==> src/rtl/uart_tx_serializer_if.sv <==
// Byte-push handshake between the UART MMIO slave and the TX serializer.
//   wr_valid : the slave offers a byte this cycle
//   wr_data  : the byte to transmit
//   wr_ready : the serializer FIFO can take a byte this cycle
// master = the slave that produces bytes, slave = the serializer that consumes them.
interface uart_tx_serializer_if;
    logic       wr_valid;
    logic [7:0] wr_data;
    logic       wr_ready;

    modport master (output wr_valid, output wr_data, input wr_ready);
    modport slave  (input wr_valid, input wr_data, output wr_ready);
endinterface

==> src/rtl/uart_tx_serializer.sv <==
// UART transmit serializer: buffers bytes in a FIFO and shifts them out as
// 8N1 frames (start bit, 8 data bits LSB first, stop bit) on the tx line.
// Bit time comes from a programmable divisor (clocks per bit).
// Ports:
//   clock      : system clock, rising edge
//   reset      : asynchronous active-low reset
//   wr_if      : byte push handshake (slave side)
//   div_we     : divisor write strobe
//   div_data   : new divisor in clocks per bit (0 is stored as 1)
//   tx         : serial line, idle high, driven straight from a flop
//   busy       : frame in flight or FIFO non-empty
//   fifo_count : current FIFO occupancy
module uart_tx_serializer #(
    parameter int          FIFO_DEPTH = 16,
    parameter logic [15:0] DIV_RESET  = 16'd16
) (
    input  logic                          clock,
    input  logic                          reset,
    uart_tx_serializer_if.slave           wr_if,
    input  logic                          div_we,
    input  logic [15:0]                   div_data,
    output logic                          tx,
    output logic                          busy,
    output logic [$clog2(FIFO_DEPTH):0]   fifo_count
);

    localparam int AW = $clog2(FIFO_DEPTH);
    localparam int CW = AW + 1;
    localparam logic [CW-1:0] FULL_COUNT = CW'(FIFO_DEPTH);
    localparam logic [CW-1:0] CNT_ONE    = CW'(1'b1);
    localparam logic [CW-1:0] CNT_ZERO   = CW'(1'b0);
    localparam logic [AW-1:0] PTR_ONE    = AW'(1'b1);

    typedef enum logic [1:0] {
        S_IDLE  = 2'd0,
        S_START = 2'd1,
        S_DATA  = 2'd2,
        S_STOP  = 2'd3
    } state_t;

    state_t        state_q, state_d;
    logic [7:0]    shift_q, shift_d;
    logic [2:0]    bit_idx_q, bit_idx_d;
    logic [15:0]   baud_q, baud_d;
    logic [15:0]   div_q, div_d;
    logic [15:0]   div_shadow_q, div_shadow_d;
    logic          tx_q, tx_d;
    logic          busy_q, busy_d;
    logic [AW-1:0] wr_ptr_q, wr_ptr_d;
    logic [AW-1:0] rd_ptr_q, rd_ptr_d;
    logic [CW-1:0] count_q, count_d;
    logic [7:0]    mem_q [FIFO_DEPTH];

    logic          ready_s;
    logic          push_s;
    logic          pop_s;
    logic          bit_end_s;
    logic [7:0]    head_s;

    assign ready_s   = (count_q != FULL_COUNT);
    assign push_s    = wr_if.wr_valid && ready_s;
    assign head_s    = mem_q[rd_ptr_q];
    // The divisor in use is the one latched at frame start, never the live register.
    assign bit_end_s = (baud_q == (div_shadow_q - 16'd1));

    // Frame sequencer: next state, shift/bit/baud counters and the next tx level.
    always_comb begin
        state_d      = state_q;
        shift_d      = shift_q;
        bit_idx_d    = bit_idx_q;
        baud_d       = baud_q;
        div_shadow_d = div_shadow_q;
        tx_d         = tx_q;
        pop_s        = 1'b0;
        case (state_q)
            S_IDLE: begin
                if (count_q != CNT_ZERO) begin
                    pop_s        = 1'b1;
                    shift_d      = head_s;
                    div_shadow_d = div_q;
                    baud_d       = 16'd0;
                    bit_idx_d    = 3'd0;
                    state_d      = S_START;
                    tx_d         = 1'b0;
                end else begin
                    tx_d = 1'b1;
                end
            end
            S_START: begin
                if (bit_end_s) begin
                    baud_d    = 16'd0;
                    bit_idx_d = 3'd0;
                    state_d   = S_DATA;
                    tx_d      = shift_q[0];
                end else begin
                    baud_d = baud_q + 16'd1;
                end
            end
            S_DATA: begin
                if (bit_end_s) begin
                    baud_d = 16'd0;
                    if (bit_idx_q == 3'd7) begin
                        state_d = S_STOP;
                        tx_d    = 1'b1;
                    end else begin
                        // Present the next bit on the same edge the shift happens.
                        shift_d   = {1'b0, shift_q[7:1]};
                        bit_idx_d = bit_idx_q + 3'd1;
                        tx_d      = shift_q[1];
                    end
                end else begin
                    baud_d = baud_q + 16'd1;
                end
            end
            S_STOP: begin
                if (bit_end_s) begin
                    baud_d = 16'd0;
                    if (count_q != CNT_ZERO) begin
                        // Back-to-back frame: no idle bit between stop and next start.
                        pop_s        = 1'b1;
                        shift_d      = head_s;
                        div_shadow_d = div_q;
                        bit_idx_d    = 3'd0;
                        state_d      = S_START;
                        tx_d         = 1'b0;
                    end else begin
                        state_d = S_IDLE;
                        tx_d    = 1'b1;
                    end
                end else begin
                    baud_d = baud_q + 16'd1;
                end
            end
            default: begin
                state_d = S_IDLE;
                tx_d    = 1'b1;
                baud_d  = 16'd0;
            end
        endcase
    end

    // FIFO pointer/occupancy update, divisor register and registered busy.
    always_comb begin
        wr_ptr_d = wr_ptr_q;
        rd_ptr_d = rd_ptr_q;
        count_d  = count_q;
        if (push_s) begin
            wr_ptr_d = wr_ptr_q + PTR_ONE;
        end else begin
            wr_ptr_d = wr_ptr_q;
        end
        if (pop_s) begin
            rd_ptr_d = rd_ptr_q + PTR_ONE;
        end else begin
            rd_ptr_d = rd_ptr_q;
        end
        case ({push_s, pop_s})
            2'b10:   count_d = count_q + CNT_ONE;
            2'b01:   count_d = count_q - CNT_ONE;
            default: count_d = count_q;
        endcase
        if (div_we) begin
            div_d = (div_data == 16'd0) ? 16'd1 : div_data;
        end else begin
            div_d = div_q;
        end
        busy_d = (state_d != S_IDLE) || (count_d != CNT_ZERO);
    end

    // State and control registers; reset aborts any frame and empties the FIFO.
    always_ff @(posedge clock or negedge reset) begin
        if (!reset) begin
            state_q      <= S_IDLE;
            shift_q      <= 8'd0;
            bit_idx_q    <= 3'd0;
            baud_q       <= 16'd0;
            div_q        <= DIV_RESET;
            div_shadow_q <= DIV_RESET;
            tx_q         <= 1'b1;
            busy_q       <= 1'b0;
            wr_ptr_q     <= {AW{1'b0}};
            rd_ptr_q     <= {AW{1'b0}};
            count_q      <= CNT_ZERO;
        end else begin
            state_q      <= state_d;
            shift_q      <= shift_d;
            bit_idx_q    <= bit_idx_d;
            baud_q       <= baud_d;
            div_q        <= div_d;
            div_shadow_q <= div_shadow_d;
            tx_q         <= tx_d;
            busy_q       <= busy_d;
            wr_ptr_q     <= wr_ptr_d;
            rd_ptr_q     <= rd_ptr_d;
            count_q      <= count_d;
        end
    end

    // FIFO storage; contents are only meaningful between the pointers, so no reset.
    always_ff @(posedge clock) begin
        if (push_s) begin
            mem_q[wr_ptr_q] <= wr_if.wr_data;
        end
    end

    assign wr_if.wr_ready = ready_s;
    assign tx             = tx_q;
    assign busy           = busy_q;
    assign fifo_count     = count_q;

endmodule

==> src/flat_wrapper.sv <==
// flat-port wrapper written by rule: the top's interface ports become plain ports
module uart_tx_serializer_flat 
#(
    parameter int          FIFO_DEPTH = 16,
    parameter logic [15:0] DIV_RESET  = 16'd16
)
  (clock, reset, div_we, div_data, tx, busy, fifo_count, wr_if_wr_valid, wr_if_wr_data, wr_if_wr_ready);
  uart_tx_serializer_if wr_if_i ();
  input  logic clock;
  input  logic reset;
  input  logic div_we;
  input  logic [15:0] div_data;
  output logic tx;
  output logic busy;
  output logic [$clog2(FIFO_DEPTH):0] fifo_count;
  input wire logic [$bits(wr_if_i.wr_valid)-1:0] wr_if_wr_valid;
  input wire logic [$bits(wr_if_i.wr_data)-1:0] wr_if_wr_data;
  output wire logic [$bits(wr_if_i.wr_ready)-1:0] wr_if_wr_ready;
  assign wr_if_i.wr_valid = wr_if_wr_valid;
  assign wr_if_i.wr_data = wr_if_wr_data;
  assign wr_if_wr_ready = wr_if_i.wr_ready;
  uart_tx_serializer #(.FIFO_DEPTH(FIFO_DEPTH), .DIV_RESET(DIV_RESET)) u_core (.clock(clock), .reset(reset), .wr_if(wr_if_i), .div_we(div_we), .div_data(div_data), .tx(tx), .busy(busy), .fifo_count(fifo_count));
endmodule
==> config.mk <==
export PLATFORM = sky130hd
export DESIGN_NAME = uart_tx_serializer_flat
export DESIGN_NICKNAME = d
export VERILOG_FILES = /design/src/rtl/uart_tx_serializer_if.sv /design/src/rtl/uart_tx_serializer.sv /design/src/flat_wrapper.sv
export SDC_FILE = /design/constraint.sdc
export NUM_CORES = 1
export LEC_CHECK = 0
export CORE_MARGIN = 2
export CORE_UTILIZATION = 28
export CTS_CLUSTER_DIAMETER = 200
export DETAILED_ROUTE_END_ITERATION = 8
export PLACE_DENSITY = 0.51
export SLEW_MARGIN = 40
export SYNTH_ARGS = -nofsm -noshare
export SYNTH_HDL_FRONTEND = slang
export SYNTH_SLANG_ARGS = --single-unit
==> constraint.sdc <==
create_clock -name clock -period 6.3 [get_ports clock]
set_input_delay 1.89 -clock clock [delete_from_list [all_inputs] [get_ports clock]]
set_output_delay 1.89 -clock clock [all_outputs]
set_load 0.01 [all_outputs]
==> run summary <==
DRT iter0 DRCs - 427
Synth top area share - 41.21%
multiplexer share of the synthesized area - 16.02%
R2R cell count - 17
fin util - 32.96%
cell depth of the worst hold path - 1
hold path startpoint - u_core.div_q[12]
Max FO, Critical Path - 7
Synth Area in XOR/XNOR - 2.723%
first-pass GRT wire length - 31930 um
layout cell share with drive strength beyond 1 - 19.68%
Setup WS post-layout - 1.558 ns
PwrDens - 425.5 mW/mm2
area leader, netlist - edfxtp_1
synthesized net count - 682
num ports - 36
Leak - 3.755 nW
CTS tree - built
Synth async-reset ratio - 37.25%
core area - 0.03270 mm2
top cells by area, synth - edfxtp_1 (41%), dfrtp_1 (20%), mux4_2 (9.7%)
Hold EP - u_core.div_shadow_q[12]
DRT Wirelength - 19710 um
crit start category - flip-flop
fmax - 0.2109 GHz
H-tree depth - 1
fin nets - 710
status - finished clean
Antenna diodes - 0
clock sinks - 204
flops & latches, synth - 204
P_int - 3.076 mW
Crit. End Element - flip-flop
vias - 5372
GP Congestion - 0.8151
die area - 0.03478 mm2
Psw - 1.509 mW
vias in the first global route - 5590
drt drc - 0
Routed WL per cell - 17.55 um
# resized after CTS - 0
Worst Path Required - 6.67 ns
top_reg_cell synth - edfxtp_1
WP buf/inv - 1
Congestion Overflow GR - 0
Logic pwr share - 32.2%
max_slew headroom - 49.35%
first-pass detailed-route iteration total - 4
hold buffers post-CTS - 0
Synth Area in Adders - 2.146%
Worst-path clk slew - 0.06 ns
CP top delay family - simple AND/OR/NAND/NOR gates
final worst-path cycle share - 75.27%
measured slew at the worst slew-check pin - 0.7573 ns
fin crit period - 4.742 ns
CTS root buf - clkbuf_16
MaxCap Viol Count - 0
Die Height - 186.5 um
fraction of the mapped netlist area in simple logic gates - 9.740%
initial antenna violation count - 0
Die W - 186.5 um
type of the most critical hold path - reg2reg
Commonest cells post-synth - edfxtp_1 (128), dfrtp_1 (73), mux2_2 (42)
pre-CTS setup slack - 1.542 ns
Tot GR Track Use - 11.40%
largest net degree at the start of global routing - 53
Final Power - 4.585 mW
crit path cell chain - inv_1 > ha_1 > or4b_1 > o21ai_1 > or3b_1 > a22oi_1 > and4_1 > a41oi_2 > nor2_2 > nand2_1 > xnor2_1 > ha_1 > or4_1 > nor4_1 > nor3_1 > a311oi_1 > nand4_1
Slew Viols, Final - 0
CP most frequent cell - ha_1
row count - 66
Crit path largest cell delay - 0.58 ns
final antenna-violating net count - 0
Reg2Reg Capture Point - u_core.busy
reg-to-reg startpoint - u_core.div_shadow_q[0]
Post-Route Skew - 0.02026 ns
main combinational cell family by area after synthesis - multiplexers
register share of total power - 41.9%
RSZ-0062 raised after global routing - no
P&R area growth vs syn - 15.56%
final count of hold timing violations - 0
Clk Latency, worst-skew pair - 0.52 ns
post-synthesis compound-gate area fraction - 5.608%
Final setup viols - 0
DP Wirelength - 12870 um
Clock Power Share - 25.9%
mapped cell area - 0.009326 mm2
Num CTS Buffers - 22
switching part of the total power - 32.91%
clk buf depth - 3
Setup TNS - 0 ns
Crit Path Category - reg2reg
most frequent cell after synthesis - edfxtp_1
Max VDD drop - 0.1777 mV
Port Buf Inserts - 35
Arr. time, crit path - 5.11 ns
mean post-synth cell area - 14.62 um2
Netlist cell types - 71
register area share after synthesis - 61.64%
Post-synth EDFFs - 128
Register-to-Register Setup Slack - 1.56 ns
Synth warnings - 0
Mapped Cells - 638
Via density - 4.784
Initial Util - 28.52%
critical path's slowest cell - or4b_1
setup bufs post-CTS - 0
final hold slack - 0.4806 ns
## kinds of logic (layout without fill, tap and decap cells)
group,Yosys count,in the layout
and+or+nand+nor,167,167
muxes,93,93
buffers and inverters,48,91
DFF,204,204
xor gates and xnor gates,29,29
adders and majority gates,16,16
AOI/OAI and AO/OA,81,81
## worst reg2reg max path, delay by kind of cell (launching register included)
| family | cells | cell delay [ns] |
|---|---|---|
| compound gates | 4 | 0.91 |
| xor+xnor | 1 | 0.14 |
| fa+ha+maj | 2 | 0.44 |
| buf+inv | 1 | 0.07 |
| flops | 1 | 0.42 |
| simple gates | 9 | 2.61 |
## worst max-delay path by stage
| stage | start | end | slack [ns] | cells past startpoint |
|---|---|---|---|---|
| after CTS | u_core.div_shadow_q[0] | u_core.busy | 1.58 | 17 |
| final | u_core.div_shadow_q[0] | u_core.busy | 1.56 | 17 |
| after global placement | wr_if_wr_valid | u_core.busy | 1.58 | 12 |
| after detailed placement | wr_if_wr_valid | u_core.busy | 1.54 | 12 |
| after global routing | u_core.div_shadow_q[0] | u_core.busy | 1.20 | 17 |
| after floorplan | u_core.div_shadow_q[0] | u_core.busy | 2.12 | 18 |
## sequential cells by signal, summed over array words and instances, names as in the netlist
register,cells
u_core.tx,1
u_core.div_q,16
u_core.shift_q,8
u_core.wr_ptr_q,4
u_core.bit_idx_q,3
u_core.mem_q,128
u_core.busy,1
u_core.baud_q,16
u_core.rd_ptr_q,4
u_core.div_shadow_q,16
u_core.state_q,2
u_core.fifo_count,5
## routing by layer
metal | share of wire [%] | vias to the layer above | GRT usage [%]
met4 | 2.0 | 0 | 2.778
met5 | 0 | - | 0
met2 | 48 | 103 | 19.10
met1 | 46 | 2728 | 15.45
li1 | - | 2510 | -
met3 | 3.7 | 31 | 1.937
## cell type report
class                      count  area, um2
multi-input combinational    386       3382
clock buffer                  29      586.8
sequential                   204       5751
tap                          442      553.0
fill                        3253      21920
inverter                      13      48.80
timing repair buffer          39      377.9
clock inverter                10      78.83
## per-stage QoR
stage | area (um2) | cells
global placement | 10110 | 1084
detailed placement | 10110 | 1084
CTS | 10780 | 1123
floorplan | 9326 | 638
finish | 10780 | 1123
global route | 10780 | 1123
## power groups by stage
stage | sequential, mW | clock (mW) | combinational (mW)
6_report | 1.92 | 1.19 | 1.48
2_1_floorplan | 1.81 | 0 | 1.20
5_1_grt | 1.96 | 1.29 | 1.62
3_3_place_gp | 1.95 | 0 | 1.49
4_1_cts | 1.92 | 1.23 | 1.50
3_5_place_dp | 1.95 | 0 | 1.49
## cell usage in the layout (no fill, tap or decap), types with 16 or more instances in the layout
cell	n
edfxtp_1	128
dfrtp_1	72
mux2_2	42
mux4_2	40
nor2_1	37
o21ai_0	37
clkdlybuf4s50_1	34
nand2_1	28
clkbuf_16	22
xnor2_1	17
ha_1	16
Power figures use the tool's default switching activity.
==> RTL change 1 (config.mk and constraints unchanged) <==
`FIFO_DEPTH` is set to 16 in 2 places; all go to 8.
--- a/src/rtl/uart_tx_serializer.sv
+++ b/src/rtl/uart_tx_serializer.sv
@@ -11,7 +11,7 @@
 //   busy       : frame in flight or FIFO non-empty
 //   fifo_count : current FIFO occupancy
 module uart_tx_serializer #(
-    parameter int          FIFO_DEPTH = 16,
+    parameter int          FIFO_DEPTH = 8,
     parameter logic [15:0] DIV_RESET  = 16'd16
 ) (
     input  logic                          clock,
--- a/src/flat_wrapper.sv
+++ b/src/flat_wrapper.sv
@@ -1,7 +1,7 @@
 // flat-port wrapper written by rule: the top's interface ports become plain ports
 module uart_tx_serializer_flat 
 #(
-    parameter int          FIFO_DEPTH = 16,
+    parameter int          FIFO_DEPTH = 8,
     parameter logic [15:0] DIV_RESET  = 16'd16
 )
   (clock, reset, div_we, div_data, tx, busy, fifo_count, wr_if_wr_valid, wr_if_wr_data, wr_if_wr_ready);
Interface: changed (resized fifo_count); port bits go from 36 to 35. The function was not compared with the original's and may differ.
==> RTL change 1 against the unedited design <==
Final cell count down 21%; non-clock buffer count fell by 4; hold slack gained 0.0052 ns; sequential cell count fell by 67; total power down 22%; final area down 26%; routed wire length decreased by 28%; worst setup slack better by 0.28 ns; synthesized area down 28%.
==> RTL change 1: results (changes against the unedited design) <==
\begin{tabular}{lr}
\hline
Metric & Value \\
\hline
\multicolumn{2}{l}{\textbf{Finish}} \\
Cell Count, Final, Fillers Out & 889 (-21\%) \\
\# nets final & 598 (-16\%) \\
Filler instances & 2275 (-30\%) \\
Number of flip-flops under the largest register name & 64 (-50\%) \\
\multicolumn{2}{l}{\textbf{Route}} \\
Detailed Route WL & 14100 microns (-28\%) \\
Via count & 4293 (-20\%) \\
Initial DRC count & 249 (-42\%) \\
\multicolumn{2}{l}{\textbf{Placed design}} \\
Total of buffers placed on input and output ports & 34 (-2.9\%) \\
Final weighted congestion of routability-driven global placement & 0.8245 (+1.2\%) \\
Cell count after placement & 857 (-21\%) \\
\multicolumn{2}{l}{\textbf{Global route}} \\
GR Util All Layers & 12.08\% (+0.68 points) \\
Via count of the first global-routing pass & 4376 (-22\%) \\
First-pass GRT wire length & 23050 microns (-28\%) \\
\multicolumn{2}{l}{\textbf{Synthesis}} \\
Arithmetic-cell share of the synthesized area counting full adders, half adders and majority gates & 2.434\% (+0.29 points) \\
Compound-cell area share of the yosys netlist & 8.555\% (+2.9 points) \\
Async set-reset flop share out of synthesis & 53.28\% (+16 points) \\
Leading register cell type out of synthesis & sky130\_fd\_sc\_hd\_\_dfrtp\_1 \\
Sequential cell area fraction in the yosys report & 56.14\% (-5.5 points) \\
Post-synthesis net count & 560 (-18\%) \\
Portion of netlist area occupied by mux cells & 13.95\% (-2.1 points) \\
Most numerous cell types in the synthesized netlist & 70 x sky130\_fd\_sc\_hd\_\_dfrtp\_1, 64 x sky130\_fd\_sc\_hd\_\_edfxtp\_1, 38 x sky130\_fd\_sc\_hd\_\_o21ai\_0 \\
Count of unique library cells instantiated by Yosys & 74 (+4.2\%) \\
Xor/xnor cell area share of the yosys netlist & 3.407\% (+0.68 points) \\
Leading post-synthesis cells by cell area & sky130\_fd\_sc\_hd\_\_edfxtp\_1 29\%, sky130\_fd\_sc\_hd\_\_dfrtp\_1 26\%, sky130\_fd\_sc\_hd\_\_mux4\_2 5.4\%, sky130\_fd\_sc\_hd\_\_mux2\_2 4.9\%, sky130\_fd\_sc\_hd\_\_o21ai\_0 2.8\% \\
Synth Instances & 519 (-19\%) \\
\multicolumn{2}{l}{\textbf{STA}} \\
Max\_slew headroom & 48.83\% (-0.52 points) \\
Worst Skew & 0.01054 ns (-0.009721 ns) \\
\multicolumn{2}{l}{\textbf{Die}} \\
Floorplan Core Area & 0.02347 sq mm (-28\%) \\
\multicolumn{2}{l}{\textbf{Worst setup path}} \\
Internal reg-to-reg setup slack & 1.97 ns (+0.41 ns) \\
Crit path max fanout & 8 (+1) \\
\multicolumn{2}{l}{\textbf{Power}} \\
Standby leakage power & 2.898 nW (-23\%) \\
Maximum vdd ir drop & 0.2003 mV (+13\%) \\
\multicolumn{2}{l}{\textbf{Clock tree}} \\
Clk buf depth & 2 (-1) \\
Worst skew pair latency & 0.43 ns (-0.09 ns) \\
\multicolumn{2}{l}{\textbf{Outcome}} \\
Run status & completed \\
\hline
\end{tabular}
## RTL change 1: changes by cell type in the layout (fill, tap and decap cells not counted), sizes merged, moves of 5 or more
cell / change
edfxtp: -64
and4: -5
mux2i: +5
xor2: -6
mux4: -24
clkbuf: -12
mux2: -9
nand2b: +8
nand3b: -5
inv: +11
and2: -6
## RTL change 1: path summary, 6_finish.rpt
kind / to / from / depth (start not counted)
max: u_core.busy$_DFF_PN0_ / wr_if_wr_valid / 13
min: u_core.div_shadow_q[5]$_DFFE_PN0P_ / u_core.div_q[5]$_DFFE_PN0P_ / 1
max reg2reg: u_core.busy$_DFF_PN0_ / u_core.div_shadow_q[0]$_DFFE_PN0P_ / 16
min reg2reg: u_core.div_shadow_q[5]$_DFFE_PN0P_ / u_core.div_q[5]$_DFFE_PN0P_ / 1
max in group asynchronous: u_core.div_shadow_q[2]$_DFFE_PN0P_ / reset / 1
min in group asynchronous: u_core.busy$_DFF_PN0_ / reset / 1
## RTL change 1: routing by layer
layer	vias to the layer above	share of wire [%]	GRT usage [%]
li1	2027	-	-
met1	2165	43	14.68
met2	80	51	20.64
met3	21	3.6	2.695
met4	0	2.4	5.234
met5	-	0	0
## RTL change 1: area by class of cell
cell class / count / area (sq um) / area share [%]
clock inverters: 15 / 160.2 / 1.998
flip-flops and latches: 137 / 3754 / 46.82
repair buffers: 35 / 344.1 / 4.292
clock buffers: 17 / 425.4 / 5.306
well taps: 319 / 399.1 / 4.978
inverters: 18 / 67.56 / 0.8427
multi-input cells: 348 / 2868 / 35.77
## RTL change 1: cells by family after synthesis
group	count (synthesis)
AND/OR/NAND/NOR	159
flip-flops	137
AO/OA/AOI/OAI	85
multiplexers	65
buffers and inverters	34
XOR/XNOR	26
adder cells (fa/ha/maj)	13
## RTL change 1: worst max-delay path, delay by kind of cell
kind                     cells  cell delay (ns)
AO/OA/AOI/OAI                1             0.14
buffers and inverters        3             0.89
XOR/XNOR                     1             0.12
adder cells (fa/ha/maj)      1             0.26
AND/OR/NAND/NOR              6             1.19
multiplexers                 1             0.28
## RTL change 1: power breakdown
group          switching [W]  internal, W  total [W]
clock               0.000420     0.000559   0.000979
combinational       0.000563     0.000598    0.00116
sequential          0.000292      0.00115    0.00144
total                0.00128      0.00231    0.00358
## RTL change 1: per-stage QoR
stage          hold slack (ns)  cell area [sq um]  total power [W]  setup slack, ns  utilization, %
6_report                0.4858               8018         0.003584            1.836           34.16
5_1_grt                 0.5208               8018         0.003811            1.567           34.16
4_1_cts                 0.4893               8020         0.003629            1.834           34.17
3_5_place_dp            0.4745               7435         0.002633            1.403           31.67
3_3_place_gp            0.4702               7373         0.002562            1.619           31.41
2_1_floorplan           0.4538               6684         0.002268            2.304               -
==> RTL change 2 (same settings) <==
Without the edit above. Put one more register stage on the output `fifo_count`, cleared by the reset. The value now appears one clock later. The other outputs are not delayed to match.
--- a/src/rtl/uart_tx_serializer.sv
+++ b/src/rtl/uart_tx_serializer.sv
@@ -206,7 +206,13 @@
     assign wr_if.wr_ready = ready_s;
     assign tx             = tx_q;
     assign busy           = busy_q;
-    assign fifo_count     = count_q;
+    always_ff @(posedge clock or negedge reset) begin
+        if (!reset) begin
+            fifo_count <= '0;
+        end else begin
+            fifo_count <= count_q;
+        end
+    end
 
 endmodule
 
Check against the original RTL: not equivalent (Yosys sat finds a counterexample within 4 cycles, from zero or initial values and one cycle with reset low).
==> RTL change 2 against the unedited design <==
Worst setup slack lost 0.012 ns; routed wire length shrank 6.7%; hold slack lost 0.0063 ns; synthesized cell count shrank 1.1%; synthesized area grew 0.80%; sequential cell count grew 5; total power grew 2.0%; final area grew 1.6%; critical path type unchanged.
==> RTL change 2: results (changes against the unedited design) <==
\begin{tabular}{lr}
\hline
Metric & Value \\
\hline
\multicolumn{2}{l}{\textbf{Outcome}} \\
Run status & completed \\
\multicolumn{2}{l}{\textbf{Route}} \\
Routed wl met2 & 8686 microns (-8.8\%) \\
Met3 Routed Length & 762 microns (+5.4\%) \\
Detailed Route WL & 18400 microns (-6.7\%) \\
Initial DRC count & 281 (-34\%) \\
Met1 layer wirelength in the final routing & 8667 microns (-4.4\%) \\
Via count & 5234 (-2.6\%) \\
\multicolumn{2}{l}{\textbf{Power}} \\
Standby leakage power & 3.832 nW (+2.1\%) \\
Internal power of the cells & 0.003186 W (+3.6\%) \\
\multicolumn{2}{l}{\textbf{Finish}} \\
Filler instances & 3286 (+1.0\%) \\
Fraction of layout cells with a size suffix above 1 & 21.20\% (+1.5 points) \\
Non-clock buffer contribution to total cell area & 3.760\% (+0.25 points) \\
Clock network area share & 6.309\% (+0.13 points) \\
\# nets final & 712 (+0.28\%) \\
\multicolumn{2}{l}{\textbf{Synthesis}} \\
Count of unique library cells instantiated by Yosys & 57 (-20\%) \\
Sequential cell area fraction in the yosys report & 62.48\% (+0.84 points) \\
Portion of netlist area occupied by mux cells & 15.93\% (-0.088 points) \\
Leading post-synthesis cells by cell area & sky130\_fd\_sc\_hd\_\_edfxtp\_1 41\%, sky130\_fd\_sc\_hd\_\_dfrtp\_1 21\%, sky130\_fd\_sc\_hd\_\_mux4\_2 9.6\%, sky130\_fd\_sc\_hd\_\_mux2\_2 5.4\%, sky130\_fd\_sc\_hd\_\_ha\_1 2.1\% \\
Compound-cell area share of the yosys netlist & 5.590\% (-0.018 points) \\
Xor/xnor cell area share of the yosys netlist & 2.981\% (+0.26 points) \\
Post-synthesis net count & 675 (-1.0\%) \\
Most numerous cell types in the synthesized netlist & 128 x sky130\_fd\_sc\_hd\_\_edfxtp\_1, 78 x sky130\_fd\_sc\_hd\_\_dfrtp\_1, 45 x sky130\_fd\_sc\_hd\_\_mux2\_2 \\
\multicolumn{2}{l}{\textbf{Global route}} \\
Met3 Use GR & 2.139\% (+0.20 points) \\
Global routing met1 resource utilization & 14.54\% (-0.91 points) \\
GR Util All Layers & 10.58\% (-0.82 points) \\
First-pass GRT wire length & 30020 microns (-6.0\%) \\
\multicolumn{2}{l}{\textbf{Min path}} \\
Hold EP & u\_core.tx\$\_DFFE\_PN1P\_ \\
\multicolumn{2}{l}{\textbf{STA}} \\
Slew @ Worst Pin & 0.7819 ns (+0.02455 ns) \\
Worst Skew & 0.007531 ns (-0.01273 ns) \\
\multicolumn{2}{l}{\textbf{Placed design}} \\
Dpl hpwl & 12660 microns (-1.6\%) \\
\multicolumn{2}{l}{\textbf{Worst setup path}} \\
Crit path max fanout & 10 (+3) \\
CP arrival & 5.14 ns (+0.03 ns) \\
Cell depth of the worst flop-to-flop path & 16 (-1) \\
\hline
\end{tabular}
==> RTL change 2: changes by cell type after synthesis, moves of 4 or more <==
cell	change
sky130_fd_sc_hd__nand2b_1	+10
sky130_fd_sc_hd__inv_1	+8
sky130_fd_sc_hd__mux2_1	-8
sky130_fd_sc_hd__mux2i_1	+6
sky130_fd_sc_hd__a21oi_1	-5
sky130_fd_sc_hd__and3_1	-5
sky130_fd_sc_hd__dfrtp_1	+5
sky130_fd_sc_hd__and2_1	-4
sky130_fd_sc_hd__and4_1	-4
sky130_fd_sc_hd__nand3b_1	-4
sky130_fd_sc_hd__nand4_1	-4
sky130_fd_sc_hd__o2111ai_1	+4
==> RTL change 2: worst max-delay path, stage by stage, from the launching register on <==
cell                        delay, ns
sky130_fd_sc_hd__dfrtp_1         0.42
sky130_fd_sc_hd__inv_1           0.09
sky130_fd_sc_hd__ha_1            0.25
sky130_fd_sc_hd__or3b_2          0.56
sky130_fd_sc_hd__or3_1           0.36
sky130_fd_sc_hd__o2bb2ai_1       0.14
sky130_fd_sc_hd__a2111o_1        0.39
sky130_fd_sc_hd__nor4_4          0.50
sky130_fd_sc_hd__a21oi_1         0.16
sky130_fd_sc_hd__nor3_2          0.31
sky130_fd_sc_hd__ha_1            0.42
sky130_fd_sc_hd__a221oi_1        0.33
sky130_fd_sc_hd__nand3_1         0.11
sky130_fd_sc_hd__o21ai_0         0.17
sky130_fd_sc_hd__a211oi_1        0.11
sky130_fd_sc_hd__mux2i_1         0.19
sky130_fd_sc_hd__nand4b_1        0.12
==> RTL change 2: metrics by stage <==
step | power [W] | std cells | worst slack (ns) | utilization, % | instance area (sq um)
after floorplan | 0.003069 | 631 | 1.899 | - | 9402
after global placement | 0.003462 | 1090 | 1.429 | 30.75 | 10230
after detailed placement | 0.003476 | 1090 | 1.374 | 30.76 | 10240
after CTS | 0.004741 | 1131 | 1.527 | 32.83 | 10930
after global routing | 0.004988 | 1132 | 1.065 | 32.90 | 10950
final | 0.004678 | 1132 | 1.546 | 32.90 | 10950
==> RTL change 2: worst max-delay path by stage <==
stage	endpoint	cells after the start	startpoint	slack, ns
finish	u_core.busy$_DFF_PN0_	16	u_core.div_shadow_q[0]$_DFFE_PN0P_	1.55
global route	u_core.busy$_DFF_PN0_	16	u_core.div_shadow_q[0]$_DFFE_PN0P_	1.07
CTS	u_core.busy$_DFF_PN0_	15	u_core.div_shadow_q[0]$_DFFE_PN0P_	1.53
detailed placement	u_core.busy$_DFF_PN0_	13	wr_if_wr_valid	1.37
global placement	u_core.busy$_DFF_PN0_	13	wr_if_wr_valid	1.43
floorplan	u_core.busy$_DFF_PN0_	17	u_core.div_shadow_q[0]$_DFFE_PN0P_	1.90
